<file path="config.mk">
export PLATFORM = sky130hd
export DESIGN_NAME = hex_display_pager
export DESIGN_NICKNAME = d
export VERILOG_FILES = /design/src/rtl/hex_pager_pkg.sv /design/src/rtl/seg7_nibble_dec.sv /design/src/rtl/hex_display_pager.sv
export SDC_FILE = /design/constraint.sdc
export NUM_CORES = 1
export LEC_CHECK = 0
export ABC_AREA = 1
export CORE_MARGIN = 2
export CORE_UTILIZATION = 35
export CTS_CLUSTER_DIAMETER = 60
export DETAILED_ROUTE_END_ITERATION = 8
export SLEW_MARGIN = 20
export SYNTH_ARGS = -nofsm -noshare
export SYNTH_HDL_FRONTEND = slang
export SYNTH_HIERARCHICAL = 1
export SYNTH_SLANG_ARGS = --single-unit
</file>
<file path="constraint.sdc">
create_clock -name CLK -period 2.65 [get_ports CLK]
set_input_delay 0.795 -clock CLK [delete_from_list [all_inputs] [get_ports CLK]]
set_output_delay 0.795 -clock CLK [all_outputs]
set_load 0.03 [all_outputs]
</file>
<file path="src/rtl/hex_pager_pkg.sv">
// Shared constants and helpers for the hex display pager: active-low 7-segment codes
// and the window/index width arithmetic.
package hex_pager_pkg;

  localparam logic [7:0] SEG_BLANK = 8'hFF;

  // Entry n sits at [n*8 +: 8]; all codes keep the dp (bit 7) off.
  localparam logic [127:0] SEG_TABLE = {
    8'h8E, 8'h86, 8'hA1, 8'hC6, 8'h83, 8'h88, 8'h90, 8'h80,
    8'hF8, 8'h82, 8'h92, 8'h99, 8'hB0, 8'hA4, 8'hF9, 8'hC0
  };

  function automatic logic [7:0] seg7_lookup(input logic [3:0] nib);
    return SEG_TABLE[{nib, 3'b000} +: 8];
  endfunction

  function automatic int calc_wpc(input int data_w, input int num_digits);
    return ((data_w / 4) + num_digits - 1) / num_digits;
  endfunction

  function automatic int idx_w(input int n);
    return (n > 1) ? $clog2(n) : 1;
  endfunction

endpackage

</file>
<file path="src/rtl/seg7_nibble_dec.sv">
// One hex digit: nibble to active-low {dp,g,f,e,d,c,b,a}, with forced blank and dp override.
module seg7_nibble_dec
  import hex_pager_pkg::*;
(
  input  logic [3:0] nib_i,
  input  logic       dot_i,
  input  logic       blank_i,
  output logic [7:0] seg_o
);

  logic [7:0] code_s;

  // Blanking takes the glyph away but the dp may still light on a blank digit.
  always_comb begin
    if (blank_i) begin
      code_s = SEG_BLANK;
    end else begin
      code_s = seg7_lookup(nib_i);
    end
    seg_o = {code_s[7] & ~dot_i, code_s[6:0]};
  end

endmodule

</file>
<file path="src/rtl/hex_display_pager.sv">
// Pages NUM_CH debug channels across NUM_DIGITS active-low hex digits, manual or auto-scrolled.
// Define HEX_PAGER_LZB_EN for leading-zero blanking inside the current window.
module hex_display_pager
  import hex_pager_pkg::*;
#(
  parameter int NUM_CH     = 4,
  parameter int DATA_W     = 32,
  parameter int NUM_DIGITS = 6,
  parameter int SCROLL_DIV = 50000000
) (
  input  logic                                           CLK,
  input  logic                                           RST,
  input  logic                                           ADV,
  input  logic                                           MODE_AUTO,
  input  logic [NUM_CH*DATA_W-1:0]                       CH_DATA,
  output logic [NUM_DIGITS*8-1:0]                        nHEX,
  output logic [idx_w(NUM_CH)-1:0]                       CH_SEL,
  output logic [idx_w(calc_wpc(DATA_W, NUM_DIGITS))-1:0] WIN
);

  localparam int NIB      = DATA_W / 4;
  localparam int WPC      = calc_wpc(DATA_W, NUM_DIGITS);
  localparam int CH_W     = idx_w(NUM_CH);
  localparam int WIN_W    = idx_w(WPC);
  localparam int PS_W     = idx_w(SCROLL_DIV);
  localparam int WIN_BITS = NUM_DIGITS * 4;
  localparam int PAD_W    = WPC * WIN_BITS;

  logic [CH_W-1:0]         ch_q, ch_d;
  logic [WIN_W-1:0]        win_q, win_d;
  logic [PS_W-1:0]         ps_q, ps_d;
  logic [NUM_DIGITS*8-1:0] nhex_q, nhex_d;

  logic                    tick_s;
  logic                    adv_s;
  logic [DATA_W-1:0]       ch_word_s;
  logic [PAD_W-1:0]        word_pad_s;
  logic [WIN_BITS-1:0]     win_nibs_s;
  logic [NUM_DIGITS-1:0]   range_blank_s;
  logic [NUM_DIGITS-1:0]   lz_blank_s;
  logic                    marker_s;
`ifdef HEX_PAGER_LZB_EN
  logic                    zero_run_s;
`endif

  // Prescaler and channel/window stepping; a coincident ADV and tick is one step.
  always_comb begin
    tick_s = MODE_AUTO & (ps_q == PS_W'(SCROLL_DIV - 1));
    adv_s  = ADV | tick_s;
    if (!MODE_AUTO) begin
      ps_d = '0;
    end else if (tick_s) begin
      ps_d = '0;
    end else begin
      ps_d = ps_q + PS_W'(1);
    end
    ch_d  = ch_q;
    win_d = win_q;
    if (adv_s) begin
      if (win_q == WIN_W'(WPC - 1)) begin
        win_d = '0;
        if (ch_q == CH_W'(NUM_CH - 1)) begin
          ch_d = '0;
        end else begin
          ch_d = ch_q + CH_W'(1);
        end
      end else begin
        win_d = win_q + WIN_W'(1);
      end
    end else begin
      ch_d  = ch_q;
      win_d = win_q;
    end
  end

  // Window extraction: the channel word is zero-padded so the last partial window stays in range.
  always_comb begin
    ch_word_s  = CH_DATA[int'(ch_q) * DATA_W +: DATA_W];
    word_pad_s = PAD_W'(ch_word_s);
    win_nibs_s = word_pad_s[int'(win_q) * WIN_BITS +: WIN_BITS];
    marker_s   = (win_q != '0);
    for (int d = 0; d < NUM_DIGITS; d++) begin
      range_blank_s[d] = ((int'(win_q) * NUM_DIGITS + d) >= NIB);
    end
`ifdef HEX_PAGER_LZB_EN
    zero_run_s = 1'b1;
    for (int d = NUM_DIGITS - 1; d >= 0; d--) begin
      zero_run_s    = zero_run_s & (win_nibs_s[d*4 +: 4] == 4'h0);
      lz_blank_s[d] = zero_run_s & (d != 0);
    end
`else
    lz_blank_s = '0;
`endif
  end

  for (genvar g = 0; g < NUM_DIGITS; g++) begin : g_dig
    seg7_nibble_dec u_dec (
      .nib_i   (win_nibs_s[g*4 +: 4]),
      .dot_i   ((g == NUM_DIGITS - 1) ? marker_s : 1'b0),
      .blank_i (range_blank_s[g] | lz_blank_s[g]),
      .seg_o   (nhex_d[g*8 +: 8])
    );
  end

  // State and display registers; the display lags the paging state by one cycle.
  always_ff @(posedge CLK) begin
    if (RST) begin
      ch_q   <= '0;
      win_q  <= '0;
      ps_q   <= '0;
      nhex_q <= '1;
    end else begin
      ch_q   <= ch_d;
      win_q  <= win_d;
      ps_q   <= ps_d;
      nhex_q <= nhex_d;
    end
  end

  assign nHEX   = nhex_q;
  assign CH_SEL = ch_q;
  assign WIN    = win_q;

endmodule

</file>
==> out/qor.yml, run 1 <==
outcome: "completed"
avgSynthCellArea_sq_um: 6.36
slew_violations: 0
fmax_mhz: 394
rows: 46
setup_tns_ps: 0
worst_clock_skew_ps: 6.05
register_area_sq_mm: 0.00154
final_core_utilization_pct: 52.2
dp_hpwl_mm: 13.1
power_mw: 4.18
drtAntennaViolNets: 0
synthTopCellsByArea: "dfxtp_1 (27%), nand2_1 (12%), ha_1 (9.7%), nand3_1 (9.0%), nor2_1 (8.9%)"
antenna_found_initial: 0
root_buffer: "clkbuf_16"
cp-start-kind: "flop"
arrival_ps: 1740
ys_ff_latch: 77
num-nets-final: 1278
first_global_vias: 5876
min_period_over_period_pct: 95.8
max-cap-violations: 0
holdPathStages: 2
slowest_delay_ps: 700
tritoncts: "built"
synth_top_cells_by_count: "nand2_1 (182), nor2_1 (135), nand3_1 (102), inv_1 (86), dfxtp_1 (77)"
io_buffers: 182
irDropWorstVdd_mv: 0.304
min-delay-start: "ps_q[23]"
htreeDepth: 3
fillers: 1631
period_minus_slack_ps: 2540
cp_slowest_cell: "clkdlybuf4s50_1"
ff2ff_setup_slack_ps: 300
crit_path_cell_trace: "buf_4 > clkdlybuf4s50_1"
critPathCaptureType: "output pin"
synth_enable_flop_cells: 0
async_flop_share_pct: 0
hold_viol_final: 0
synthCells: 894
floorplan.initialDensity_pct: 35.8
worstHoldPathType: "flop to flop"
core-area_sq_mm: 0.0159
io-pin-count: 183
final-setup-viol-count: 0
die_x_um: 131
r2r-end: "nHEX[8]"
synth_seq_area_share_pct: 27.1
routedWlPerCell_um: 12.7
p_leak_nw: 3.61
grt_max_degree: 42
dr.pass1.iters: 8
clk_latency_ps: 340
post-route-drc-count: 0
synth_most_common_cell: "nand2_1"
netlist_area_sq_mm: 0.00569
place_area_sq_mm: 0.00796
cts_sinks: 77
yosysUniqueCellTypes: 31
finalWeightedCongestion: 0.847
dieArea_sq_mm: 0.0173
yosysTopAreaCell: "dfxtp_1"
hold_end: "ps_q[23]"
grt_pass1_wl_mm: 28.4
rsz0062_at_grt: "no"
drive_above_1_share_pct: 13.4
synthFlopType: "dfxtp_1"
grt_usage_pct: 19.8
die_h_um: 131
setup_ws_ps: 111
drt_wl_total_mm: 16.9
synth_top_area_share_pct: 27.1
r2r_cells: 14
area_delta_synth_final_pct: 45.8
cp_max_fo: 20
gr-total-overflow: 0
diodes: 0
power_density_mw_per_mm2: 505
path_clk_slew_ps: 60
numCtsBuffers: 9
dp_slack_ps: -229
multi_input_area_sq_mm: 0.00358
required_ps: 1860
clockBufferDepth: 2
crit_type: "flop to output pin"
reg2reg_from: "CH_SEL[0]"
vias: 6092
fin_area_sq_mm: 0.00829
via_per_inst: 4.60
drt-initial-drc-count: 325
yosysWarnings: 6
critical path, delay by kind of cell, from the launching register on:
family	cells	cell delay, ps
DFF	1	430
buffers and inverters	2	970
where the power goes:
group / switching [mW] / internal, mW
combinational: 0.894 / 0.764
clock: 0.507 / 0.736
sequential: 0.0325 / 1.25
layer usage:
layer,global-route usage (%),vias up,wire length (um)
met3,5.83,24,995
met5,0,-,0
met4,5.62,0,340
met1,25.1,2678,7630
met2,32.8,144,7890
li1,-,3246,-
worst max path at each step:
stage / endpoint / startpoint / cells after the start
3_5_place_dp: nHEX[19] / CH_DATA[9] / 13
5_1_grt: nHEX[35] / CH_DATA[80] / 13
3_3_place_gp: nHEX[19] / CH_DATA[9] / 13
2_1_floorplan: nHEX[35] / CH_SEL[0] / 14
6_report: CH_SEL[1] / CH_SEL[1] / 2
4_1_cts: CH_SEL[0] / CH_SEL[0] / 2
repair_timing:
| item | CTS | global route |
|---|---|---|
| hold buffers | 0 | 0 |
| setup buffers | 0 | 1 |
| gates resized for setup | 0 | 6 |
| setup endpoints to repair | 0 | 6 |
logic make-up after synthesis:
logic type	Yosys count	share of synthesized area (%)
AOI/OAI and AO/OA	126	11.7
other	1	0.0660
DFF	77	27.1
and+or+nand+nor	500	39.4
buffers and inverters	137	10.7
adders and majority gates	44	9.68
xor gates and xnor gates	9	1.39
area by class of cell:
class,instances,share of cell area (%)
multi-input cells,686,43.2
repair buffers,233,27.0
flip-flops and latches,77,18.6
inverters,95,4.30
well taps,216,3.26
clock buffers,10,2.76
clock inverters,6,0.845
sequential cells by signal, summed over array words and instances, names as in the netlist:
| register | flops |
|---|---|
| nHEX | 48 |
| ps_q | 26 |
| CH_SEL | 2 |
| WIN | 1 |
metrics by stage:
stage / hold slack (ps) / std cells
after floorplan: 429 / 900
after global placement: 450 / 1306
after detailed placement: 458 / 1306
after CTS: 469 / 1322
after global routing: 495 / 1323
final: 465 / 1323
cells in the final DEF (no fill, tap or decap), types with 2 or more instances in the layout:
cell	Yosys	routed
buf_12	0	3
nand2_1	182	181
buf_4	6	49
or2_2	49	49
nand3_1	102	102
o22ai_1	16	16
nor2_2	3	3
ha_1	44	43
o211ai_1	6	6
nor2_4	4	4
clkdlybuf4s50_1	0	180
a21oi_1	28	27
or2_0	2	2
clkinvlp_4	0	3
nand2_2	7	8
o21ai_1	12	12
inv_2	9	11
conb_1	1	7
o21ai_0	64	64
nand3_2	2	2
nor2_1	135	135
inv_6	0	2
xor2_1	7	7
nand4_1	4	4
xnor2_1	2	2
clkbuf_16	0	9
dfxtp_1	77	76
inv_1	86	84
nor3_1	7	7
(Power assumes the default switching activity.)
==> run 2, diff against run 1 <==
Settings changed: SKIP_LAST_GASP set to 1.
==> results of run 2 <==
No change in the layout: final DEF, timing and power equal those of run 1.
==> run 3, diff against run 2 <==
Settings changed: PLACE_DENSITY set to 0.7.
==> out/qor.yml, run 3 (synthesized netlist as in run 1, its figures left out) <==
outcome: "completed"  # unchanged
core-area_sq_mm: 0.0159  # unchanged
cp_max_fo: 34  # was 20
die_x_um: 131  # unchanged
drt-initial-drc-count: 294  # was 325
final_cell_mix: "nand2_1 (182), clkdlybuf4s50_1 (180), nor2_1 (135), nand3_1 (102), inv_1 (86)"  # was nand2_1 (181), clkdlybuf4s50_1 (180), nor2_1 (135), nand3_1 (102), inv_1 (84)
cts_hold_buffers: 0  # unchanged
grt_pass1_wl_mm: 26.7  # was 28.4 mm
use_met2_pct: 30.5  # was 32.8%
period_minus_slack_ps: 2540  # about the same
clk_latency_ps: 340  # about the same
drive_above_1_share_pct: 12.6  # was 13.4%
dr.pass1.iters: 4  # was 8
power_mw: 4.16  # was 4.18 mW
final-setup-viol-count: 0  # unchanged
rows: 46  # unchanged
final_common_cell: "nand2_1"  # unchanged
cts_resized: 0  # unchanged
required_ps: 1860  # about the same
max-cap-violations: 0  # unchanged
setup_tns_ps: 0  # unchanged
via_per_inst: 4.67  # was 4.60
slew_violations: 0  # unchanged
fmax_mhz: 394  # about the same
power_density_mw_per_mm2: 506  # was 505 mW/mm^2
critPathCaptureType: "output pin"  # unchanged
post-route-drc-count: 0  # unchanged
floorplan.initialDensity_pct: 35.8  # unchanged
dp_hpwl_mm: 12.8  # was 13.1 mm
final.hold.worst_slack_ps: 458  # was 465 ps
largest_reg_flops: 48  # unchanged
drt_wl_total_mm: 16.3  # was 16.9 mm
crit_type: "flop to output pin"  # unchanged
drtAntennaViolNets: 0  # unchanged
cts_setup_buffers: 0  # unchanged
path_clk_slew_ps: 70  # was 60 ps
place_area_sq_mm: 0.00792  # was 0.00796 sq mm
dieArea_sq_mm: 0.0173  # unchanged
min_period_over_period_pct: 95.8  # about the same
cts_sinks: 77  # unchanged
io-pin-count: 183  # unchanged
num-nets-final: 1274  # was 1278
irDropWorstVdd_mv: 0.309  # was 0.304 mV
fin_area_sq_mm: 0.00822  # was 0.00829 sq mm
met1_usage_pct: 24.0  # was 25.1%
area_delta_synth_final_pct: 44.6  # was 45.8%
finalWeightedCongestion: 0.858  # was 0.847
tritoncts: "built"  # unchanged
antenna_found_initial: 0  # unchanged
grt_max_degree: 49  # was 42
hold_viol_final: 0  # unchanged
diodes: 0  # unchanged
worst_clock_skew_ps: 15.3  # was 6.05 ps
die_h_um: 131  # unchanged
rsz0062_at_grt: "no"  # unchanged
root_buffer: "clkbuf_16"  # unchanged
cp-start-kind: "flop"  # unchanged
htreeDepth: 3  # unchanged
gr-total-overflow: 0  # unchanged
grt_usage_pct: 18.7  # was 19.8%
worstHoldPathType: "flop to flop"  # unchanged
arrival_ps: 1740  # about the same
numCtsBuffers: 9  # unchanged
use_met3_pct: 4.59  # was 5.83%
vias: 6160  # was 6092
p_leak_nw: 3.57  # was 3.61 nW
grt-busiest-layer: "met2"  # unchanged
clockBufferDepth: 2  # unchanged
io_buffers: 182  # unchanged
first_global_vias: 5785  # was 5876
routedWlPerCell_um: 12.4  # was 12.7 um
[run 3: cell types whose count changed in the layout (fill, tap and decap cells not counted), moves of 2 or more]
cell | before | now
buf_4 | 49 | 47
clkinvlp_4 | 3 | 1
inv_1 | 84 | 86
inv_2 | 11 | 9
inv_6 | 2 | 0
[run 3: layout make-up]
type	count	area, sq um
clock buffer	12	246
clock inverter	3	46.3
fill	1620	7660
inverter	95	357
multi-input combinational	686	3560
sequential	77	1540
tap	216	270
timing repair buffer	229	2190
[run 3: layer usage]
metal | routed length, um | up-vias | share of wire, %
li1 | - | 3239 | -
met1 | 7590 | 2728 | 47
met2 | 7400 | 165 | 45
met3 | 944 | 28 | 5.8
met4 | 365 | 0 | 2.2
met5 | 0 | - | 0
[run 3: path summary, 6_finish.rpt]
path	startpoint	to	slack (ps)	cells after the start
setup / recovery	CH_SEL[0]	CH_SEL[0]	110	2
hold / removal	ps_q[0]	ps_q[0]	460	1
setup reg to reg	CH_SEL[0]	nHEX[27]	280	12
hold reg to reg	ps_q[0]	ps_q[0]	460	1
[run 3: report_power, final]
group          switching, mW  internal, mW  total, mW
sequential            0.0331          1.25       1.28
combinational          0.886         0.745       1.63
clock                  0.491         0.753       1.24
total                   1.41          2.75       4.16
[run 3: through the flow]
stage          worst slack, ps  util [%]  std cells
3_5_place_dp              -216      49.9       1303
4_1_cts                    104      51.7       1318
6_report                   113      51.7       1318
2_1_floorplan              123         -        900
5_1_grt                   7.19      51.7       1318
3_3_place_gp              -217      49.9       1303
[run 3: worst max-delay path, cell delays in order (launching register included)]
cell	delay [ps]
dfxtp_2	350
buf_4	310
clkdlybuf4s50_1	740
